--- src/rtl/lc3_pipeline_controller.sv ---
// Central sequencer for the LC3 five-stage pipeline: stage enables, memory-access FSM,
// decode/execute hazard bypass selects and branch stall/resolution.
module lc3_pipeline_controller #(
  parameter int BR_STALL_CYCLES = 3,
  parameter int OPW             = 4
) (
  input  logic        clock,
  input  logic        reset,
  input  logic        complete_instr,
  input  logic        complete_data,
  input  logic [15:0] imem_dout,
  input  logic [15:0] ir,
  input  logic [15:0] ir_exec,
  input  logic [2:0]  psr,
  output logic        enable_updatepc,
  output logic        enable_fetch,
  output logic        enable_decode,
  output logic        enable_execute,
  output logic        enable_writeback,
  output logic        br_taken,
  output logic        bypass_alu_1,
  output logic        bypass_alu_2,
  output logic        bypass_mem_1,
  output logic        bypass_mem_2,
  output logic [1:0]  mem_state
);

  localparam logic [OPW-1:0] OP_BR  = 4'b0000;
  localparam logic [OPW-1:0] OP_ADD = 4'b0001;
  localparam logic [OPW-1:0] OP_LD  = 4'b0010;
  localparam logic [OPW-1:0] OP_ST  = 4'b0011;
  localparam logic [OPW-1:0] OP_AND = 4'b0101;
  localparam logic [OPW-1:0] OP_LDR = 4'b0110;
  localparam logic [OPW-1:0] OP_STR = 4'b0111;
  localparam logic [OPW-1:0] OP_NOT = 4'b1001;
  localparam logic [OPW-1:0] OP_LDI = 4'b1010;
  localparam logic [OPW-1:0] OP_STI = 4'b1011;
  localparam logic [OPW-1:0] OP_JMP = 4'b1100;
  localparam logic [OPW-1:0] OP_LEA = 4'b1110;

  localparam logic [1:0] BR_LOAD = 2'(BR_STALL_CYCLES);

  typedef enum logic [1:0] {
    MEM_READ     = 2'd0,
    MEM_INDIRECT = 2'd1,
    MEM_WRITE    = 2'd2,
    MEM_IDLE     = 2'd3
  } mem_state_t;

  mem_state_t mem_q;
  logic       indirect_store;
  logic       started;
  logic [1:0] br_count;

  logic [OPW-1:0] op_fetch, op_dec, op_exec;
  logic           mem_idle;
  logic           exec_alu, exec_load, exec_ctrl;
  logic           dec_uses_src1, dec_uses_src2;
  logic           src1_hit, src2_hit;
  logic           unused_bits;

  assign op_fetch = imem_dout[15:16-OPW];
  assign op_dec   = ir[15:16-OPW];
  assign op_exec  = ir_exec[15:16-OPW];

  assign unused_bits = ^{imem_dout[11:0], ir[11:9], ir[4:3], ir_exec[8:0]};

  assign mem_idle  = (mem_q == MEM_IDLE);
  assign exec_alu  = (op_exec == OP_ADD) || (op_exec == OP_AND) ||
                     (op_exec == OP_NOT) || (op_exec == OP_LEA);
  assign exec_load = (op_exec == OP_LD) || (op_exec == OP_LDR) || (op_exec == OP_LDI);
  assign exec_ctrl = (op_exec == OP_BR) || (op_exec == OP_JMP);

  assign dec_uses_src1 = (op_dec == OP_ADD) || (op_dec == OP_AND) || (op_dec == OP_NOT) ||
                         (op_dec == OP_LDR) || (op_dec == OP_STR) || (op_dec == OP_JMP);
  assign dec_uses_src2 = ((op_dec == OP_ADD) || (op_dec == OP_AND)) && !ir[5];

  assign src1_hit = dec_uses_src1 && (ir[8:6] == ir_exec[11:9]);
  assign src2_hit = dec_uses_src2 && (ir[2:0] == ir_exec[11:9]);

  // A memory stall freezes everything upstream of memory; a branch stall only freezes fetch.
  assign enable_execute   = started && mem_idle;
  assign enable_decode    = started && mem_idle;
  assign enable_fetch     = started && mem_idle && (br_count == 2'd0);
  assign enable_updatepc  = enable_fetch && complete_instr;
  assign enable_writeback = mem_idle ? started : ((mem_q == MEM_READ) && complete_data);
  assign mem_state        = mem_q;

  assign br_taken = mem_idle && (br_count == 2'd1) && exec_ctrl &&
                    ((op_exec == OP_JMP) || (|(ir_exec[11:9] & psr)));

  assign bypass_alu_1 = enable_execute && exec_alu  && src1_hit;
  assign bypass_alu_2 = enable_execute && exec_alu  && src2_hit;
  assign bypass_mem_1 = enable_execute && exec_load && src1_hit;
  assign bypass_mem_2 = enable_execute && exec_load && src2_hit;

  // Memory FSM, start-up flag and branch stall counter share one register block.
  always_ff @(posedge clock or negedge reset) begin
    if (!reset) begin
      mem_q          <= MEM_IDLE;
      indirect_store <= 1'b0;
      started        <= 1'b0;
      br_count       <= 2'd0;
    end else begin
      started <= 1'b1;
      case (mem_q)
        MEM_IDLE: begin
          if (enable_execute) begin
            case (op_exec)
              OP_LD, OP_LDR: mem_q <= MEM_READ;
              OP_ST, OP_STR: mem_q <= MEM_WRITE;
              OP_LDI: begin
                mem_q          <= MEM_INDIRECT;
                indirect_store <= 1'b0;
              end
              OP_STI: begin
                mem_q          <= MEM_INDIRECT;
                indirect_store <= 1'b1;
              end
              default: mem_q <= MEM_IDLE;
            endcase
          end
        end
        MEM_INDIRECT: begin
          if (complete_data) mem_q <= indirect_store ? MEM_WRITE : MEM_READ;
        end
        default: begin
          if (complete_data) mem_q <= MEM_IDLE;
        end
      endcase

      // The counter cannot load while non-zero, since fetch is already disabled then.
      if (enable_fetch && complete_instr && ((op_fetch == OP_BR) || (op_fetch == OP_JMP)))
        br_count <= BR_LOAD;
      else if ((br_count != 2'd0) && mem_idle)
        br_count <= br_count - 2'd1;
    end
  end

endmodule

--- config.mk ---
export PLATFORM = sky130hd
export DESIGN_NAME = lc3_pipeline_controller
export DESIGN_NICKNAME = d
export VERILOG_FILES = /design/src/rtl/lc3_pipeline_controller.sv
export SDC_FILE = /design/constraint.sdc
export NUM_CORES = 1
export LEC_CHECK = 0
export ABC_AREA = 1
export BUFFER_PORTS_ARGS = -buffer_cell sky130_fd_sc_hd__buf_2
export CAP_MARGIN = 30
export CELL_PAD_IN_SITES_DETAIL_PLACEMENT = 1
export CELL_PAD_IN_SITES_GLOBAL_PLACEMENT = 1
export CORE_MARGIN = 5
export CORE_UTILIZATION = 21
export CTS_CLUSTER_SIZE = 12
export DETAILED_ROUTE_END_ITERATION = 8
export HOLD_SLACK_MARGIN = 0.12
export PLACE_DENSITY_LB_ADDON = 0.12
export SLEW_MARGIN = 20
export SYNTH_ARGS = -nofsm -noshare
export SYNTH_HDL_FRONTEND = slang
export SYNTH_SLANG_ARGS = --single-unit
--- constraint.sdc ---
create_clock -name clock -period 2.6 [get_ports clock]
set_input_delay 0.52 -clock clock [delete_from_list [all_inputs] [get_ports clock]]
set_output_delay 0.52 -clock clock [all_outputs]
set_load 0.01 [all_outputs]
==> results of run 1 <==
-- layout make-up --
type	count	area (um^2)	share of cell area
inverters	21	78.8	0.0899
well taps	31	38.8	0.0442
repair buffers	41	210	0.240
multi-input cells	74	374	0.427
flip-flops and latches	6	153	0.174
clock buffers	3	22.5	0.0257
-- state kept, by name, summed over array words and instances (netlist names) --
| name | count |
|---|---|
| indirect_store | 1 |
| started | 1 |
| br_count | 2 |
| mem_state | 2 |
-- per-stage QoR --
stage | hold WS [ps] | total power, uW | std cells | util
after floorplan | 224 | 398 | 102 | -
after global placement | 347 | 507 | 172 | 0.304
after detailed placement | 352 | 516 | 172 | 0.304
after CTS | 526 | 607 | 176 | 0.315
after global routing | 567 | 658 | 176 | 0.315
final | 520 | 593 | 176 | 0.315
-- worst max-delay path by stage --
stage | start | endpoint | slack [ps] | depth (start not counted)
2_1_floorplan | mem_state[1] | bypass_mem_1 | 850 | 6
3_3_place_gp | mem_state[1] | bypass_mem_1 | 790 | 7
3_5_place_dp | mem_state[1] | bypass_mem_1 | 770 | 7
4_1_cts | mem_state[1] | bypass_mem_1 | 500 | 7
5_1_grt | mem_state[1] | bypass_mem_1 | 370 | 7
6_report | mem_state[1] | bypass_mem_1 | 520 | 7
-- critical path, stage by stage (launching register included) --
cell     delay [ps]
dfstp_2         580
nand2_2         100
inv_2            80
nand2_2          90
inv_1           100
nand4_1         120
nor2_1          120
buf_2           130
-- report_power, final --
part,leakage (uW),internal [uW],switching (uW)
registers,0.0000687,147,41.8
logic,0.000451,136,184
clock network,0.0000138,52.2,32.8
-- cell families (layout without fill, tap and decap cells) --
| kind of cell | Yosys count | in the layout | share of synthesized area |
|---|---|---|---|
| and+or+nand+nor | 55 | 55 | 0.388 |
| buffers and inverters | 22 | 65 | 0.141 |
| AOI/OAI and AO/OA | 11 | 11 | 0.104 |
| DFF | 6 | 6 | 0.249 |
| xor gates and xnor gates | 5 | 5 | 0.0714 |
| adders and majority gates | 2 | 2 | 0.0408 |
| other | 1 | 1 | 0.00612 |
-- cells in the mapped netlist --
master	number
nor2_1	21
inv_1	20
nand2_1	19
nand3_1	7
a21oi_1	5
dfrtp_1	4
xor2_1	4
o21ai_0	3
dfstp_2	2
ha_1	2
nand2_2	2
nand4_1	2
buf_4	1
conb_1	1
inv_2	1
nor3_1	1
nor3b_1	1
o211ai_1	1
o21ai_2	1
o31ai_1	1
or2_0	1
or2_4	1
xnor2_1	1
-- metal layers --
metal / up-vias / track usage / part of all wire
li1: 402 / - / -
met1: 327 / 0.113 / 0.45
met3: 0 / 0.0350 / 0.068
met2: 20 / 0.161 / 0.48
met4: 0 / 0.0156 / 0
met5: - / 0 / 0
==> run metrics, run 1 <==
outcome completed; Fillers just under 400; DR pass1 iterations 4; post-synth top area share 0.163; CTS hold repair buffers 1; Critical R2R Capture mem_state[1]; top-level I/O count 67; number of global-route vias before repair between 700 and 800; hold crit path type flip-flop to flip-flop; via/cell ratio roughly 4.3; number of nets with antenna violations after routing 0; Post-CTS Resized 0; postcts setup bufs 0; commonest non-fill, non-tap cells in the layout buf_2 (40), nor2_1 (21), inv_1 (20); WL per Instance approximately 11 um; worst clock skew between 4 and 5 ps; GRT Util Overall 0.0939; DR DRC count 0; Syn Area/Cell roughly 6.0 um^2; pwr/cell area roughly 680 nW/um^2; worst hold stages 2; final net count slightly above 200; Max Root-Sink Buffers 2; Net Count, Synth 159; global route total overflow 0; dpl ws between 700 and 800 ps; largest net degree at the start of global routing 7; DIE AREA 4100 um^2; Worst Path Max Fanout 6; Die W between 60 and 70 um; Worst-path clk slew roughly 40 ps; Iteration-0 DRC Markers 22; Fin Setup TNS 0 ps; Area Overhead vs Synth 43.1%; VDD IR max 0.480 mV; Mapped Area around 600 um^2; Leak Pwr 0.000534 uW; H-tree level count 1; hold_sp br_count[1]; Post-DP Area 845 um^2; Clock Latency Late Sink about 240 ps; initial antenna violation count 0; clock sink count 6; nature of the critical path startpoint flip-flop; final wirelength between 1500 and 2000 um; die height approximately 64 um; Final Cycle Share 0.800; Max Cap Viol 0; Crit. End Element primary output; number of diodes 0; Syn. warnings 0; layout cells sized above 1 0.345; Yosys reg bits 6; Yosys cell types 23; Row Count 19; register area share after synthesis 0.249; first-pass GRT wire length roughly 3200 um; port bufs 40; Worst Path Arrival 1560 ps; kind of critical path flip-flop to primary output; TritonCTS Buffers 3; Reg2Reg Depth 7; top post-synthesis cells by area dfrtp_1 (16%), nor2_1 (13%), inv_1 (12%), nand2_1 (12%), dfstp_2 (8.6%); Slew Viols, Final 0; min Tclk post-route 2080 ps; core region area between 2000 and 3000 um^2; CTS tree yes; RSZ-0062 raised after global routing no; leading area contributor after synthesis dfrtp_1; Final Hold Viols 0; Vias about 750; Endpoint, Worst Hold br_count[1]; Initial Utilization 0.220; r2r setup slk about 1300 ps; Clock Root Buffer clkbuf_4; dpl hpwl ~1700 um; final setup fails 0; most common cell after layout, fill and taps aside buf_2; global placement routability congestion between 0.7 and 0.8; Worst Path Required 2080 ps; worst setup margin 521 ps; Post-Synthesis Cells slightly above 100; Final Cell Area 877 um^2; RR Startpoint mem_state[1]; fmax 0.481 GHz
No activity file was read; power rests on OpenSTA's default activity.
==> run 2: changes to the inputs <==
--- a/config.mk
+++ b/config.mk
@@ -11,7 +11,7 @@
 export CELL_PAD_IN_SITES_DETAIL_PLACEMENT = 1
 export CELL_PAD_IN_SITES_GLOBAL_PLACEMENT = 1
 export CORE_MARGIN = 5
-export CORE_UTILIZATION = 21
+export CORE_UTILIZATION = 18
 export CTS_CLUSTER_SIZE = 12
 export DETAILED_ROUTE_END_ITERATION = 8
 export HOLD_SLACK_MARGIN = 0.12
==> constraint.sdc (replaced) <==
create_clock -name clock -period 1.8 [get_ports clock]
set_input_delay 0.36 -clock clock [delete_from_list [all_inputs] [get_ports clock]]
set_output_delay 0.36 -clock clock [all_outputs]
set_load 0.01 [all_outputs]
==> run 2 against run 1 <==
  * First-iteration DRC count shrank 32%
  * Total power rose by 70%
  * Core utilization is 2.1 points lower
  * Critical path depth unchanged
  * Largest cell class unchanged
  * Largest power group unchanged
  * Highest routed layer is now met4
==> run metrics, run 2 (synthesis gave the netlist of run 1 again) <==
slowest stage delay, CP approximately 550 ps; Area Overhead vs Synth 59.0%; Initial Utilization 0.185; Final Cycle Share 0.970; Fin Setup TNS 0 ps; die height about 68 um; VDD IR max about 0.40 mV; Cell Chain, Critical Path nand2_4, inv_4, nand2_4, inv_2, nand4_1, nor2_1, buf_2; port bufs 40; global placement routability congestion 0.727; sequential cell area between 150 and 200 um^2; nature of the critical path startpoint flip-flop; DR pass1 iterations 4; first-pass GRT wire length about 3300 um; via/cell ratio 3.88; RSZ-0062 raised after global routing yes; DR DRC count 0; met1 Track Usage GR 0.100; number of diodes 0; Crit path max-delay family flip-flops; initial antenna violation count 0; Clock Root Buffer clkbuf_4; Worst Path Max Fanout 5; GR Util met2 0.177; Slew Viols, Final 0; Worst-path clk slew 50 ps; pwr/cell area 1040 nW/um^2; PnR Total Power a little over 1000 uW; DIE AREA between 4000 and 5000 um^2; CTS tree yes; Crit. Startpoint mem_state[0]; Final Hold Viols 0; core region area around 3300 um^2; Final Non-Filler Cells between 150 and 200; commonest non-fill, non-tap cells in the layout buf_2 (40), inv_1 (19), nand2_1 (19), nor2_1 (19); switch share 0.415; WL per Instance between 10 and 15 um; clock sink count 6; Iteration-0 DRC Markers 15; hold crit path type input port to flip-flop; final setup fails 0; hold_sp complete_data; NetSw 420 uW; Worst Path Arrival about 1400 ps; crit-path most repeated cell nand2_4; placed insts approximately 190; dpl hpwl about 1800 um; Vias 773; GRT Max-Usage Layer met2; largest net degree at the start of global routing 7; TritonCTS Buffers 3; Max Cap Viol 0; outcome completed; worst clock skew between 2 and 3 ps; Die W approximately 70 um; Crit. End Element primary output; final wirelength just over 2000 um; Clock Latency Late Sink between 200 and 250 ps; combinational fraction of design power 0.613; Util after Layout 0.294; Fillers between 400 and 500; number of nets with antenna violations after routing 0; most common cell after layout, fill and taps aside buf_2; Clock Power Share 0.133; Worst Path Required roughly 1400 ps; final net count 211; global route total overflow 0; RR Startpoint mem_state[1]; Buf/Inv on CP 3; Int Pwr about 590 uW; layout cells sized above 1 0.399; met3 Use GR 0.0312; Reg power frac 0.254; kind of critical path flip-flop to primary output; Multi-input gate area approximately 390 um^2; fmax between 0.5 and 0.6 GHz; GRT Util Overall 0.0941; number of global-route vias before repair about 800; top-level I/O count 67; H-tree level count 1; Row Count 21; min Tclk post-route 1750 ps; slowest CP cell dfstp_2; Leak Pwr between 0.0005 and 0.0006 uW; Max Root-Sink Buffers 2
-- run 2: changes by cell type in the layout (fill, tap and decap cells not counted), sizes merged --
cell	previous run	this run
clkbuf	3	4
buf	40	47
-- run 2: final cells by class --
class / instances / share of cell area
well taps: 46 / 0.0591
multi-input cells: 74 / 0.404
clock buffers: 4 / 0.0270
repair buffers: 48 / 0.270
flip-flops and latches: 6 / 0.157
inverters: 21 / 0.0834
-- run 2: final timing paths --
path,end,slack (ps),depth (start not counted)
min in group asynchronous,br_count[0],490,2
max reg2reg,br_count[1],490,6
min,mem_state[1],390,3
max in group asynchronous,mem_state[0],1090,2
max,bypass_mem_2,50,7
min reg2reg,br_count[1],520,2
-- run 2: layer usage --
metal  vias to the layer above  share of wire  wire [um]
met4                         0         0.0044          9
met1                       340           0.39        797
met2                        19           0.53       1090
met3                         2          0.076        155
li1                        412              -          -
met5                         -              0          0
-- run 2: power groups by stage --
stage	Combinational (uW)	Sequential, uW	Clock [uW]
after floorplan	304	271	0
after global placement	460	272	0
after detailed placement	465	277	0
after CTS	559	257	142
after global routing	712	267	156
final	620	257	134
-- run 2: what timing repair did --
item | 4_1_cts | 5_1_grt
gates resized for setup | 3 | 4
hold buffers | 1 | 0
pin swaps | 3 | 4
setup buffers | 3 | 4
endpoints found under the setup margin | 4 | 5
hold endpoints to repair | 4 | 0
-- run 2: worst register-to-register path, stage by stage (launching register included) --
cell and delay (ps):
dfstp_2 550, buf_4 140, nand4_1 140, nor2_2 130, nand2_1 100, nand3_1 80, nand2_1 60
-- run 2: stage by stage --
stage | hold slack, ps | cell area, um^2 | setup slack (ps)
after floorplan | 64.4 | 613 | 206
after global placement | 188 | 863 | 137
after detailed placement | 189 | 863 | 118
after CTS | 375 | 932 | 3.80
after global routing | 425 | 975 | -56.5
final | 386 | 975 | 54.3
